[config.mk]
export PLATFORM = sky130hd
export DESIGN_NAME = pueo_run_sequencer_flat
export DESIGN_NICKNAME = d
export VERILOG_FILES = /design/src/rtl/pueo_run_sequencer_if.sv /design/src/rtl/pueo_run_sequencer.sv /design/src/flat_wrapper.sv
export SDC_FILE = /design/constraint.sdc
export NUM_CORES = 1
export LEC_CHECK = 0
export BUFFER_PORTS_ARGS = -buffer_cell sky130_fd_sc_hd__clkbuf_2
export CAP_MARGIN = 10
export CORE_MARGIN = 2
export CORE_UTILIZATION = 40
export CTS_CLUSTER_DIAMETER = 200
export DETAILED_ROUTE_END_ITERATION = 7
export GPL_TIMING_DRIVEN = 0
export REMOVE_ABC_BUFFERS = 1
export SYNTH_ARGS = -nofsm -noshare
export SYNTH_HDL_FRONTEND = slang
export SYNTH_SLANG_ARGS = --single-unit
[constraint.sdc]
create_clock -name sysclk_i -period 2.1 [get_ports sysclk_i]
set_input_delay 0.315 -clock sysclk_i [delete_from_list [all_inputs] [get_ports sysclk_i]]
set_output_delay 0.315 -clock sysclk_i [all_outputs]
set_load 0.03 [all_outputs]
[src/rtl/pueo_run_sequencer_if.sv]
// rtl/pueo_run_sequencer_if.sv - run-command flags in, run-control outputs out
interface pueo_run_sequencer_if #(
    parameter int DELAY_BITS = 8
);
    logic                  rundosync_i;
    logic                  runrst_i;
    logic                  runstop_i;
    logic [DELAY_BITS-1:0] delay_i;
    logic                  sync_o;
    logic                  run_rst_o;
    logic                  running_o;
    logic                  stop_o;
    logic                  cmd_dropped_o;
    logic [2:0]            state_o;

    modport master (
        output rundosync_i, runrst_i, runstop_i, delay_i,
        input  sync_o, run_rst_o, running_o, stop_o, cmd_dropped_o, state_o
    );

    modport slave (
        input  rundosync_i, runrst_i, runstop_i, delay_i,
        output sync_o, run_rst_o, running_o, stop_o, cmd_dropped_o, state_o
    );
endinterface

[src/rtl/pueo_run_sequencer.sv]
// rtl/pueo_run_sequencer.sv - delayed sync / run-reset sequencing and RUNNING tracking
module pueo_run_sequencer #(
    parameter int DELAY_BITS = 8,
    parameter int RESET_LEN  = 16
) (
    input  logic                 sysclk_i,
    input  logic                 sys_rst_n_i,
    pueo_run_sequencer_if.slave  bus
);
    localparam int HOLD_BITS = (RESET_LEN > 1) ? $clog2(RESET_LEN) : 1;
    localparam logic [HOLD_BITS-1:0] HOLD_INIT = HOLD_BITS'(RESET_LEN - 1);

    typedef enum logic [2:0] {
        S_IDLE       = 3'd0,
        S_SYNC_WAIT  = 3'd1,
        S_RESET_WAIT = 3'd2,
        S_RESET_HOLD = 3'd3,
        S_RUNNING    = 3'd4
    } state_t;

    state_t                r_state;
    logic [DELAY_BITS-1:0] r_cnt;
    logic [HOLD_BITS-1:0]  r_hold;
    logic                  r_sync;
    logic                  r_run_rst;
    logic                  r_running;
    logic                  r_stop;
    logic                  r_dropped;

    always_ff @(posedge sysclk_i or negedge sys_rst_n_i) begin
        if (!sys_rst_n_i) begin
            r_state   <= S_IDLE;
            r_cnt     <= '0;
            r_hold    <= '0;
            r_sync    <= 1'b0;
            r_run_rst <= 1'b0;
            r_running <= 1'b0;
            r_stop    <= 1'b0;
            r_dropped <= 1'b0;
        end else begin
            r_sync    <= 1'b0;
            r_stop    <= 1'b0;
            r_dropped <= 1'b0;
            case (r_state)
                S_IDLE: begin
                    // A stop with nothing pending is silently ignored.
                    if (!bus.runstop_i && bus.runrst_i) begin
                        r_cnt   <= bus.delay_i;
                        r_state <= S_RESET_WAIT;
                    end else if (!bus.runstop_i && bus.rundosync_i) begin
                        r_cnt   <= bus.delay_i;
                        r_state <= S_SYNC_WAIT;
                    end
                end
                S_SYNC_WAIT: begin
                    if (bus.runstop_i) begin
                        r_stop  <= 1'b1;
                        r_cnt   <= '0;
                        r_state <= S_IDLE;
                    end else if (bus.runrst_i) begin
                        r_cnt   <= bus.delay_i;
                        r_state <= S_RESET_WAIT;
                    end else begin
                        r_dropped <= bus.rundosync_i;
                        if (r_cnt == '0) begin
                            r_sync  <= 1'b1;
                            r_state <= S_IDLE;
                        end else begin
                            r_cnt <= r_cnt - 1'b1;
                        end
                    end
                end
                S_RESET_WAIT: begin
                    if (bus.runstop_i) begin
                        r_stop  <= 1'b1;
                        r_cnt   <= '0;
                        r_state <= S_IDLE;
                    end else begin
                        r_dropped <= bus.runrst_i | bus.rundosync_i;
                        if (r_cnt == '0) begin
                            r_run_rst <= 1'b1;
                            r_hold    <= HOLD_INIT;
                            r_state   <= S_RESET_HOLD;
                        end else begin
                            r_cnt <= r_cnt - 1'b1;
                        end
                    end
                end
                S_RESET_HOLD: begin
                    if (bus.runstop_i) begin
                        r_stop    <= 1'b1;
                        r_run_rst <= 1'b0;
                        r_hold    <= '0;
                        r_state   <= S_IDLE;
                    end else begin
                        r_dropped <= bus.runrst_i | bus.rundosync_i;
                        if (r_hold == '0) begin
                            r_run_rst <= 1'b0;
                            r_running <= 1'b1;
                            r_state   <= S_RUNNING;
                        end else begin
                            r_hold <= r_hold - 1'b1;
                        end
                    end
                end
                S_RUNNING: begin
                    if (bus.runstop_i) begin
                        r_stop    <= 1'b1;
                        r_running <= 1'b0;
                        r_state   <= S_IDLE;
                    end else if (bus.runrst_i) begin
                        // Re-arm: a new run reset sequence without passing through IDLE.
                        r_running <= 1'b0;
                        r_cnt     <= bus.delay_i;
                        r_state   <= S_RESET_WAIT;
                    end else begin
                        r_dropped <= bus.rundosync_i;
                    end
                end
                default: begin
                    r_state <= S_IDLE;
                end
            endcase
        end
    end

    assign bus.sync_o        = r_sync;
    assign bus.run_rst_o     = r_run_rst;
    assign bus.running_o     = r_running;
    assign bus.stop_o        = r_stop;
    assign bus.cmd_dropped_o = r_dropped;
    assign bus.state_o       = r_state;
endmodule

[src/flat_wrapper.sv]
// flat-port wrapper written by rule: the top's interface ports become plain ports
module pueo_run_sequencer_flat 
#(
    parameter int DELAY_BITS = 8,
    parameter int RESET_LEN  = 16
)
  (sysclk_i, sys_rst_n_i, bus_rundosync_i, bus_runrst_i, bus_runstop_i, bus_delay_i, bus_sync_o, bus_run_rst_o, bus_running_o, bus_stop_o, bus_cmd_dropped_o, bus_state_o);
  pueo_run_sequencer_if #(.DELAY_BITS(DELAY_BITS)) bus_i ();
  input  logic sysclk_i;
  input  logic sys_rst_n_i;
  input wire logic [$bits(bus_i.rundosync_i)-1:0] bus_rundosync_i;
  input wire logic [$bits(bus_i.runrst_i)-1:0] bus_runrst_i;
  input wire logic [$bits(bus_i.runstop_i)-1:0] bus_runstop_i;
  input wire logic [$bits(bus_i.delay_i)-1:0] bus_delay_i;
  output wire logic [$bits(bus_i.sync_o)-1:0] bus_sync_o;
  output wire logic [$bits(bus_i.run_rst_o)-1:0] bus_run_rst_o;
  output wire logic [$bits(bus_i.running_o)-1:0] bus_running_o;
  output wire logic [$bits(bus_i.stop_o)-1:0] bus_stop_o;
  output wire logic [$bits(bus_i.cmd_dropped_o)-1:0] bus_cmd_dropped_o;
  output wire logic [$bits(bus_i.state_o)-1:0] bus_state_o;
  assign bus_i.rundosync_i = bus_rundosync_i;
  assign bus_i.runrst_i = bus_runrst_i;
  assign bus_i.runstop_i = bus_runstop_i;
  assign bus_i.delay_i = bus_delay_i;
  assign bus_sync_o = bus_i.sync_o;
  assign bus_run_rst_o = bus_i.run_rst_o;
  assign bus_running_o = bus_i.running_o;
  assign bus_stop_o = bus_i.stop_o;
  assign bus_cmd_dropped_o = bus_i.cmd_dropped_o;
  assign bus_state_o = bus_i.state_o;
  pueo_run_sequencer #(.DELAY_BITS(DELAY_BITS), .RESET_LEN(RESET_LEN)) u_core (.sysclk_i(sysclk_i), .sys_rst_n_i(sys_rst_n_i), .bus(bus_i));
endmodule
* After elaboration in Yosys (flattened, before gate mapping) *
Cells that the tools add are included.

operators by class
  reduce and logical (&&, ||, !) cells = 17
  mux-type cells = 46
  bitwise operators = 1
  $add $sub $neg = 2
  equality and inequality tests = 16

operators by type and width
  kind                 count
  $mux 8               8
  $mux 3               11
  $pmux 8 s4           1
  $mux 1               17
  $mux 4               4
  $reduce_and 4->1     4
  $pmux 3 s5           1
  $logic_not 8->1      1
  $ne 2x2->1 const B   4
  $pmux 4 s2           1
  $sub 8x1->8 const B  1
  $eq 3x2->1 const B   2
  $ne 3x2->1 const B   2
  $ne 3x3->1 const B   2
  $pmux 1 s2           3
  $reduce_and 5->1     1
  $logic_not 4->1      1
  $ne 2x1->1 const B   2
  $ne 4x3->1 const B   1
  $reduce_bool 2->1    2
  $reduce_bool 4->1    1
  $reduce_or 2->1      2
  $reduce_or 4->1      1
  $sub 4x1->4 const B  1
  other kinds (7)      8

storage, ports and cells
  flip-flop bits (word level) = 20
  bits of input ports = 13
  word-level logic and storage cells = 90

* Depth between registers and ports, before layout *
Gate-level depths: netlist of the first run.

  depth after elaboration = 5
  gate-level depth with buffers = 7
  depth with buffers taken out = 7

* Worst setup path before layout of the first run *
OpenSTA, ideal clock, no wires.

  path type = register to register
  from = register u_core.r_cnt[0]
  to = register u_core.r_state[0], in the netlist u_core.bus.state_o[0]
  data required time = 2.036 ns
  buffers on the path = 0
  cell stages (with the launch flop) = 8
  path slack = 0.118 ns
  arrival time = 1.918 ns
  library setup time = 0.064 ns
  cells stage by stage = dfrtp_1 > inv_1 > ha_1 > or4b_4 > o221ai_4 > o311ai_4 > nor4_2 > a21o_1

between the ends
  word-level cells in the longest chain between the ends = 3
  elaborated cells on any way between the ends = 4
  classes of those cells = 2 x eq/ne; 2 x reduce/logical

RTL lines
  element                                                    line                                                RTL
  start, declared                                            pueo_run_sequencer.sv:22                            logic [DELAY_BITS-1:0] r_cnt;
  start signal, assigned                                     pueo_run_sequencer.sv:48                            r_cnt <= bus.delay_i;
  start signal, assigned                                     pueo_run_sequencer.sv:51                            r_cnt <= bus.delay_i;
  start signal, assigned                                     pueo_run_sequencer.sv:61                            r_cnt <= bus.delay_i;
  $logic_not 8->1 *                                          pueo_run_sequencer.sv:65, pueo_run_sequencer.sv:80
  $ne 4x3->1 (no source line) or $ne 3x2->1 (tied branches)  --
  $reduce_and 5->1 (no source line) *                        --
  end signal, assigned                                       pueo_run_sequencer.sv:62                            r_state <= S_RESET_WAIT;
  end signal, assigned                                       pueo_run_sequencer.sv:67                            r_state <= S_IDLE;
  end signal, assigned                                       pueo_run_sequencer.sv:83                            r_state <= S_RESET_HOLD;
  end, declared                                              pueo_run_sequencer.sv:21                            state_t r_state;

Mark *: on every way between the ends. The rest lies on a longest branch, timed or not.
A chain may end at the register's enable or synchronous reset.

* Worst setup path after layout of the first run *
  from = register u_core.r_state[0], in the netlist u_core.bus.state_o[0]
  to = register u_core.r_cnt[1]

between the ends
  word-level cells in the longest chain between the ends = 3
  elaborated cells on any way between the ends = 10
  classes of those cells = 6 x eq/ne; 1 x mux; 3 x reduce/logical

RTL lines
  element                                                     line                      RTL
  start signal, assigned                                      pueo_run_sequencer.sv:32  r_state <= S_IDLE;
  start signal, assigned                                      pueo_run_sequencer.sv:49  r_state <= S_RESET_WAIT;
  start signal, assigned                                      pueo_run_sequencer.sv:52  r_state <= S_SYNC_WAIT;
  $eq 3x1->1 (tied with other cells)                          pueo_run_sequencer.sv:44  case (r_state)
  $reduce_bool 4->1 (no source line) (tied with other cells)  --
  $reduce_and 4->1 (no source line)                           --

Parallel ways exist; a longest one is shown, timed or not.

==> results_dict.tcl, run 1 <==
set metrics [dict create \
    dp.cells 201 \
    tns_ns 0 \
    drive_gt1_share_pct 27.1 \
    combPwrFrac_pct 54.1 \
    peakVddDrop_uv 736 \
    hold_class "in2reg" \
    slew_headroom_pct 62.5 \
    clockPowerShare_pct 10.7 \
    synth-seq-area-share_pct 38.5 \
    grt_busiest_layer "met2" \
    viasPerCell 5.60 \
    synth_mux_area_share_pct 2.50 \
    most-common-layout-cells "20 x clkbuf_2, 20 x dfrtp_1, 17 x nor2_1, 17 x a21oi_1, 9 x o21ai_0" \
    tritoncts "done" \
    dp_hpwl_microns 1980 \
    worstReg2RegStart "u_core.bus.state_o[0]" \
    cts_sinks 20 \
    path_class "reg2reg" \
    worstPathRequired_ns 2.29 \
    crit_fanout 14 \
    reg2regPathDepth 5 \
    period_minus_slack_ns 2.00 \
    rows 20 \
    fin_util_pct 49.8 \
    synth_compound_area_share_pct 28.1 \
    ys_top_cells_by_area "dfrtp_1 39%, a21oi_1 6.6%, o21ai_0 5.4%, nor2_1 5.2%, o22a_1 3.4%" \
    yosysWarnings 0 \
    switching_share_pct 45.4 \
    stdcell_count 210 \
    routed_wl_microns 2850 \
    critPathLaunchType "register" \
    gp_congestion 0.806 \
    post-route-period-util_pct 95.4 \
    die_h_microns 61.0 \
    cp-end-kind "register" \
    yosys.area_share.xor_xnor_pct 0 \
    synth.largest_area_cell "dfrtp_1" \
    p_sw_mw 0.985 \
    clk-insertion-delay-late_ns 0.31 \
    coreArea_sq_um 3080 \
    rsz0062_at_grt "true" \
    placed_area_sq_um 1410 \
    seq_power_share_pct 35.1 \
    grt_use_met2_pct 27.5 \
    yosysTopAreaCellShare_pct 38.5 \
    grt_overflow 0 \
    internal-power_mw 1.18 \
    power_leakage_nw 0.680 \
    routedWlPerCell_microns 13.6 \
    fp.dieArea_sq_um 3720 \
    regToRegSetupSlack_ns 0.1 \
    slew_violations 0 \
    synth-simple-area-share_pct 22.7 \
    hold_viol_final 0 \
    first_iter_violations 105 \
    synth_adder_area_share_pct 2.89 \
    drtAntennaViolNets 0 \
    drc_errors 0 \
    netlist_area_sq_um 1300 \
    total_power_mw 2.17 \
    gr-usage-met3_pct 4.05 \
    max_cap_violations 0 \
    endpoint "u_core.r_cnt[1]" \
    io_pins 21 \
    finalInstanceArea_sq_um 1530 \
    io_buffers 20 \
    synth_top_family_by_area "compound AO/OA/AOI/OAI gates" \
    grt_pass1_wl_microns 4830 \
    powerDensity_nw_per_um2 1410 \
    syn-instance-count 143 \
    cts-root-buf "clkbuf_4" \
    arrival_ns 2.20 \
    cp-startpoint "u_core.bus.state_o[0]" \
    skew_ns 0.00960 \
    max_slew.worst_pin.slew_ns 0.558 \
    start_util_pct 42.2 \
    use_met1_pct 24.3 \
    ys_ff_latch 20 \
    grt_pass1_vias 1043 \
    cts_max_level 1 \
    syn_area_per_cell_sq_um 9.08 \
    synth_cell_types 40 \
    cts_buffers 3 \
    diodes 0 \
    outcome "completed" \
    final_nets 183 \
    area_delta_synth_final_pct 18.0 \
    setup_violations 0 \
    dieWidth_microns 61.0 \
    r2r-end "u_core.r_cnt[1]" \
    clockBufferDepth 2 \
    fmaxAchievable_mhz 499 \
    grt_antenna_before_repair 0 \
    grt_max_degree 21 \
    num_vias 1177 \
    clk_pin_slew_worst_paths_ns 0.13 \
    grt_use_total_pct 17.4 \
    firstDrtPassIters 5 \
]
layer usage:
| layer | vias up | routed length, microns | share of wire (%) |
|---|---|---|---|
| met5 | - | 0 | 0 |
| met4 | 0 | 23 | 0.81 |
| met3 | 4 | 125 | 4.4 |
| met2 | 31 | 1380 | 48 |
| met1 | 566 | 1320 | 46 |
| li1 | 576 | - | - |
metrics by stage:
stage / hold WS (ns) / setup WS, ns
detailed placement: 0.323 / -0.0934
global placement: 0.314 / -0.0815
floorplan: 0.0194 / 0.115
CTS: 0.282 / 0.00657
finish: 0.278 / 0.0962
global route: 0.285 / -0.0122
power groups by stage:
stage | Clock, mW | Combinational, mW | Sequential (mW)
after global routing | 0.260 | 1.32 | 0.794
after global placement | 0 | 1.03 | 0.754
after floorplan | 0 | 0.747 | 0.807
final | 0.233 | 1.17 | 0.762
after CTS | 0.241 | 1.11 | 0.758
after detailed placement | 0 | 1.06 | 0.761
flip-flops by register name, summed over array words and instances, names as in the netlist:
signal	cells
u_core.bus.stop_o	1
u_core.bus.cmd_dropped_o	1
u_core.bus.state_o	3
u_core.bus.run_rst_o	1
u_core.bus.sync_o	1
u_core.bus.running_o	1
u_core.r_hold	4
u_core.r_cnt	8
layout make-up:
type                            count  area (sq um)
Sequential cell                    20           500
Timing Repair Buffer               25           153
Fill cell                         301          1550
Tap cell                           44          55.1
Clock buffer                        4          36.3
Multi-Input combinational cell    111           766
Inverter                            6          22.5
logic make-up after synthesis:
logic type | count (synthesis)
buffers and inverters | 12
flip-flops | 20
adder cells (fa/ha/maj) | 3
multiplexers | 3
AO/OA/AOI/OAI | 52
AND/OR/NAND/NOR | 53
synthesized netlist by cell type, drive strengths merged:
cell type / instances
nand2: 8
and3b: 1
mux2: 2
mux2i: 1
a32oi: 1
o22a: 5
nor3: 4
nand3b: 1
or3: 1
nand2b: 1
a21o: 2
or2b: 1
o221ai: 1
o21a: 3
nand4: 2
nor2: 18
inv: 6
and2b: 1
or2: 2
nor4: 2
a22oi: 2
o32a: 1
dfrtp: 20
buf: 4
nor4b: 2
o21ai: 14
nand3: 1
o311ai: 1
clkbuf: 2
o2bb2ai: 3
ha: 3
a21oi: 17
o21bai: 1
and3: 2
nor3b: 4
or3b: 1
a2bb2oi: 1
or4b: 1
critical path, stage by stage (launching register included):
cell,delay [ns]
dfrtp_1,0.66
and2b_2,0.32
o21ai_0,0.42
inv_1,0.13
a21o_1,0.23
o2bb2ai_1,0.12
worst min-delay path by stage:
stage	from	end	slack, ns	cells past startpoint
floorplan	sys_rst_n_i	u_core.bus.cmd_dropped_o	0.02	0
global placement	sys_rst_n_i	u_core.r_cnt[7]	0.31	1
detailed placement	sys_rst_n_i	u_core.r_cnt[7]	0.32	1
CTS	bus_delay_i[6]	u_core.r_cnt[6]	0.28	3
global route	bus_delay_i[6]	u_core.r_cnt[6]	0.28	3
finish	bus_delay_i[5]	u_core.r_cnt[5]	0.28	3
repair_timing:
action | 4_1_cts | 5_1_grt
resized for setup | 2 | 10
pin swaps | 1 | 4
buffers inserted | 1 | 3
hold endpoints to repair | 20 | 0
endpoints found under the setup margin | 6 | 12
hold buffers | 1 | 0
Note: power is estimated with default switching activity, not from simulation.
==> run 2: changes to the inputs <==
--- a/config.mk
+++ b/config.mk
@@ -5,12 +5,13 @@
 export SDC_FILE = /design/constraint.sdc
 export NUM_CORES = 1
 export LEC_CHECK = 0
-export BUFFER_PORTS_ARGS = -buffer_cell sky130_fd_sc_hd__clkbuf_2
 export CAP_MARGIN = 10
+export CORE_ASPECT_RATIO = 2
 export CORE_MARGIN = 2
 export CORE_UTILIZATION = 40
 export CTS_CLUSTER_DIAMETER = 200
 export DETAILED_ROUTE_END_ITERATION = 7
+export DONT_BUFFER_PORTS = 1
 export GPL_TIMING_DRIVEN = 0
 export REMOVE_ABC_BUFFERS = 1
 export SYNTH_ARGS = -nofsm -noshare
==> run 2 against run 1 <==
Net effect: cell count decreased by 16%; combinational power decreased by 14%; highest routed layer unchanged; clock-buffer cell count unchanged; critical path depth increased by 2; clock power increased by 25%.
==> results_dict.tcl, run 2 (same netlist as run 1, synthesis figures left out) <==
set metrics [dict create \
    outcome "completed" \
    viasPerCell 6.18 \
    period_minus_slack_ns 1.99 \
    critPathLaunchType "register" \
    final_nets 163 \
    finalInstanceArea_sq_um 1440 \
    firstDrtPassIters 4 \
    cts_max_level 1 \
    clk_pin_slew_worst_paths_ns 0.07 \
    crit_fanout 5 \
    path_cells "inv_1 > ha_4 > or4b_4 > o221ai_4 > o311ai_4 > nor4_2 > a21o_1" \
    path_class "reg2reg" \
    grt_overflow 0 \
    slew_violations 0 \
    area_delta_synth_final_pct 11.2 \
    worstReg2RegStart "u_core.r_cnt[0]" \
    rows 29 \
    io_pins 21 \
    skew_ns 0.00290 \
    dp_hpwl_microns 2200 \
    fmaxAchievable_mhz 503 \
    clk-insertion-delay-late_ns 0.25 \
    coreArea_sq_um 3120 \
    peakVddDrop_uv 589 \
    max_cap_violations 0 \
    min_from "bus_runstop_i" \
    hold_class "in2reg" \
    cts_sinks 20 \
    first_iter_violations 26 \
    start_util_pct 41.6 \
    arrival_ns 2.18 \
    drtAntennaViolNets 0 \
    worstPathRequired_ns 2.30 \
    cts-root-buf "clkbuf_8" \
    fill_cells 311 \
    num_vias 1094 \
    min_to "u_core.bus.cmd_dropped_o" \
    fp.dieArea_sq_um 3750 \
    routedWlPerCell_microns 16.9 \
    hold_viol_final 0 \
    power_leakage_nw 0.603 \
    grt_use_total_pct 17.3 \
    cts_buffers 3 \
    drc_errors 0 \
    largest_reg_flops 8 \
    dp.cells 168 \
    grt_pass1_wl_microns 4890 \
    final_common_cell "dfrtp_1" \
    tns_ns 0 \
    max_slew.worst_pin.slew_ns 0.971 \
    pre_cts_ws_ns -0.138 \
    diodes 0 \
    cp-end-kind "register" \
    dieWidth_microns 44.3 \
    cpLargestDelayFamily "simple AND/OR/NAND/NOR gates" \
    powerDensity_nw_per_um2 1500 \
    cp_num_buf_inv 1 \
    r2r-end "u_core.bus.state_o[0]" \
    grt_antenna_before_repair 0 \
    die_h_microns 84.6 \
    setup_violations 0 \
    routed_wl_microns 2980 \
    stdcell_count 177 \
    slew_headroom_pct 35.1 \
    placed_area_sq_um 1290 \
    grt_pass1_vias 1033 \
    crit_path_top_delay_cell "or4b_4" \
    post-route-period-util_pct 94.6 \
    gp_congestion 0.815 \
    most-common-layout-cells "18 x dfrtp_1, 17 x nor2_1, 17 x a21oi_1" \
    regToRegSetupSlack_ns 0.11 \
    io_buffers 0 \
    min_path_cells 1 \
    clockBufferDepth 2 \
    worst_slack_ns 0.114 \
    max_stage_delay_ns 0.49 \
    regMostFlops "u_core.r_cnt" \
    reg2regPathDepth 7 \
    drive_gt1_share_pct 17.8 \
    tritoncts "done" \
    grt_max_degree 21 \
]
-- run 2: changes by cell type in the layout (fill, tap and decap cells not counted) --
cell      before  now
o21ai_1        5    3
clkbuf_4       3    0
ha_2           1    0
nor4b_1        1    2
clkbuf_2      20    0
clkbuf_8       1    4
dfrtp_1       20   18
ha_4           0    1
or3b_2         1    0
dfrtp_2        0    2
or3b_4         0    1
o21ai_0        9   11
nor4b_2        1    0
-- run 2: repair_timing --
action / 4_1_cts / 5_1_grt
setup endpoints to repair: 14 / 12
pin swaps: 1 / 2
cloned: 0 / 0
gates resized for setup: 3 / 10
hold endpoints to repair: 20 / 0
hold buffers: 1 / 0
buffers inserted: 1 / 3
-- run 2: worst max path at each step --
| stage | from | endpoint | cells past startpoint |
|---|---|---|---|
| finish | u_core.r_cnt[0] | u_core.bus.state_o[0] | 7 |
| detailed placement | u_core.r_hold[0] | u_core.r_hold[3] | 7 |
| floorplan | u_core.r_cnt[0] | u_core.bus.state_o[0] | 7 |
| global placement | u_core.r_hold[0] | u_core.r_hold[2] | 7 |
| CTS | u_core.r_hold[0] | u_core.r_hold[3] | 7 |
| global route | u_core.bus.state_o[2] | u_core.r_cnt[4] | 4 |
-- run 2: per-layer routing --
| layer | GRT usage (%) | vias up | routed length [microns] |
|---|---|---|---|
| li1 | - | 533 | - |
| met1 | 19.5 | 540 | 1140 |
| met2 | 31.1 | 17 | 1720 |
| met3 | 3.01 | 4 | 90 |
| met4 | 5.51 | 0 | 28 |
| met5 | 0 | - | 0 |
-- run 2: final cells by class --
class | count | area [sq um] | area share [%]
clock buffers | 4 | 55.1 | 3.81
inverters | 6 | 22.5 | 1.56
multi-input cells | 111 | 772 | 53.5
flip-flops and latches | 20 | 503 | 34.8
well taps | 31 | 38.8 | 2.69
repair buffers | 5 | 52.6 | 3.64
-- run 2: worst reg2reg max path, stage by stage (launching register included) --
cell and delay (ns):
dfrtp_1 0.40, inv_1 0.10, ha_4 0.15, or4b_4 0.49, o221ai_4 0.27, o311ai_4 0.16, nor4_2 0.24, a21o_1 0.11
-- run 2: power breakdown --
part / total, mW / internal [mW] / leakage, nW / switching (mW)
Clock: 0.292 / 0.167 / 0.0288 / 0.125
Combinational: 1.01 / 0.490 / 0.326 / 0.522
Sequential: 0.869 / 0.549 / 0.249 / 0.320
-- run 2: metrics by stage --
| step | power [mW] | utilization (%) | hold WS [ns] |
|---|---|---|---|
| floorplan | 1.55 | - | 0.0194 |
| global placement | 1.74 | 41.4 | 0.0199 |
| detailed placement | 1.77 | 41.4 | 0.0199 |
| CTS | 2.12 | 44.4 | 0.140 |
| global route | 2.37 | 46.3 | 0.128 |
| finish | 2.17 | 46.3 | 0.143 |
==> run 3: changes to the inputs <==
--- a/config.mk
+++ b/config.mk
@@ -5,13 +5,13 @@
 export SDC_FILE = /design/constraint.sdc
 export NUM_CORES = 1
 export LEC_CHECK = 0
+export BUFFER_PORTS_ARGS = -buffer_cell sky130_fd_sc_hd__clkbuf_2
 export CAP_MARGIN = 10
 export CORE_ASPECT_RATIO = 2
 export CORE_MARGIN = 2
 export CORE_UTILIZATION = 40
 export CTS_CLUSTER_DIAMETER = 200
 export DETAILED_ROUTE_END_ITERATION = 7
-export DONT_BUFFER_PORTS = 1
 export GPL_TIMING_DRIVEN = 0
 export REMOVE_ABC_BUFFERS = 1
 export SYNTH_ARGS = -nofsm -noshare
==> constraint.sdc (replaced) <==
create_clock -name sysclk_i -period 1.6 [get_ports sysclk_i]
set_input_delay 0.24 -clock sysclk_i [delete_from_list [all_inputs] [get_ports sysclk_i]]
set_output_delay 0.24 -clock sysclk_i [all_outputs]
set_load 0.03 [all_outputs]
==> run 3 against run 2 <==
Net effect: non-clock buffer count rose by 39; register-to-register slack lost 0.44 ns; critical endpoint is now u_core.bus.state_o[1]; the flow now finishes with violations (negative setup slack); via count up 20%; critical path depth shrank 2; first-iteration DRC count is 12% higher; wire length grew 17%; global-route usage grew 3.1 points.
==> results_dict.tcl, run 3 (same netlist as run 1, synthesis figures left out) <==
set metrics [dict create \
    dp.cells 188 \
    hold_class "in2reg" \
    cp-startpoint "u_core.r_cnt[2]" \
    critPathLaunchType "register" \
    drc_errors 0 \
    routedWlPerCell_microns 16.1 \
    holdWs_ns 0.252 \
    max_stage_delay_ns 0.59 \
    reg2regPathDepth 5 \
    cpLargestDelayFamily "simple AND/OR/NAND/NOR gates" \
    cts-root-buf "clkbuf_8" \
    path_cells "or4b_4 > o221ai_4 > o311ai_4 > mux2i_1 > nand2_1" \
    drive_gt1_share_pct 45.4 \
    path_class "reg2reg" \
    io_buffers 20 \
    regMostFlops "u_core.r_cnt" \
    max_cap_violations 0 \
    first_iter_violations 29 \
    slew_headroom_pct 66.0 \
    most-common-layout-cells "20 x clkbuf_2, 19 x buf_4, 17 x dfrtp_1" \
    start_util_pct 41.6 \
    die_h_microns 84.6 \
    post-route-period-util_pct 120 \
    violations "negative setup slack" \
    routed_wl_microns 3480 \
    slew_violations 0 \
    fill_cells 292 \
    crit_path_top_delay_cell "or4b_4" \
    setup_violations 15 \
    min_path_cells 3 \
    tns_ns -2.88 \
    cts_max_level 1 \
    min_to "u_core.r_cnt[3]" \
    cts_sinks 20 \
    viasPerCell 6.07 \
    grt_pass1_vias 1306 \
    regToRegSetupSlack_ns -0.32 \
    firstDrtPassIters 4 \
    grt_antenna_before_repair 0 \
    crit_fanout 6 \
    clk_pin_slew_worst_paths_ns 0.07 \
    cp_num_buf_inv 0 \
    largest_reg_flops 8 \
    hold_viol_final 0 \
    grt_overflow 0 \
    max_slew.worst_pin.slew_ns 0.510 \
    tritoncts "done" \
    drtAntennaViolNets 0 \
    clk-insertion-delay-late_ns 0.25 \
    final_nets 202 \
    io_pins 21 \
    fp.dieArea_sq_um 3750 \
    coreArea_sq_um 3120 \
    area_delta_synth_final_pct 36.6 \
    arrival_ns 2.07 \
    grt_max_degree 21 \
    outcome "complete, but fails checks" \
    period_minus_slack_ns 1.92 \
    final_common_cell "clkbuf_2" \
    peakVddDrop_uv 985 \
    powerDensity_nw_per_um2 1970 \
    fin_util_pct 56.9 \
    clockBufferDepth 2 \
    rows 29 \
    grt_use_total_pct 20.4 \
    diodes 0 \
    pre_cts_ws_ns -0.632 \
    r2r-end "u_core.bus.state_o[1]" \
    dieWidth_microns 44.3 \
    fmaxAchievable_mhz 520 \
    gp_congestion 0.809 \
    power_leakage_nw 0.787 \
    worstPathRequired_ns 1.74 \
    worstReg2RegStart "u_core.r_cnt[2]" \
    stdcell_count 216 \
    min_from "bus_delay_i[3]" \
    rsz0062_at_grt "true" \
    cp-end-kind "register" \
    dp_hpwl_microns 2320 \
    skew_ns 0.00218 \
    num_vias 1312 \
    worst-path-stages 5 \
    cts_buffers 3 \
    worst_slack_ns -0.325 \
    grt_pass1_wl_microns 5790 \
]
==> run 3: cell count changes in the layout (fill, tap and decap cells not counted), sizes merged <==
cell / previous run / this run
clkbuf: 4 / 24
buf: 4 / 23
==> run 3: how the worst max path moves through the flow <==
stage          slack [ns]               endpoint
6_report            -0.32  u_core.bus.state_o[1]
5_1_grt             -0.43  u_core.bus.state_o[1]
4_1_cts             -0.31  u_core.bus.state_o[1]
3_5_place_dp        -0.63       u_core.r_hold[2]
3_3_place_gp        -0.63       u_core.r_hold[2]
2_1_floorplan       -0.39  u_core.bus.state_o[0]
==> run 3: report_power, final <==
group	total [mW]	internal (mW)	switching, mW
Combinational	2.14	1.02	1.12
Clock	0.383	0.219	0.164
Sequential	0.970	0.722	0.248
==> run 3: metrics by stage <==
| stage | power (mW) | cell area, sq um |
|---|---|---|
| 6_report | 3.49 | 1770 |
| 5_1_grt | 3.78 | 1770 |
| 4_1_cts | 3.31 | 1690 |
| 3_5_place_dp | 2.43 | 1390 |
| 3_3_place_gp | 2.36 | 1390 |
| 2_1_floorplan | 2.04 | 1250 |
==> run 3: tightest hold or removal path: stages <==
cell      delay, ns
clkbuf_2       0.07
a21oi_1        0.05
o21ai_1        0.10
==> run 3: per-layer routing <==
| metal | track usage [%] | up-vias | wire length [microns] |
|---|---|---|---|
| met1 | 22.4 | 656 | 1260 |
| met3 | 2.15 | 10 | 103 |
| met2 | 36.1 | 33 | 2020 |
| met5 | 0 | - | 0 |
| li1 | - | 613 | - |
| met4 | 10.7 | 0 | 87 |
==> run 3: repair_timing <==
item                                   CTS  global route
buffers inserted                        19             5
hold buffers                             1             0
resized for setup                       33            17
endpoints found under the hold margin   20             0
pin swaps                               10             9
setup endpoints to repair               17            18
==> run 3: layout make-up <==
cell class	instances	area [sq um]	share of cell area, %
Clock buffer	4	55.1	3.10
Inverter	6	22.5	1.27
Tap cell	31	38.8	2.19
Timing Repair Buffer	44	298	16.8
Multi-Input combinational cell	111	856	48.2
Sequential cell	20	504	28.4
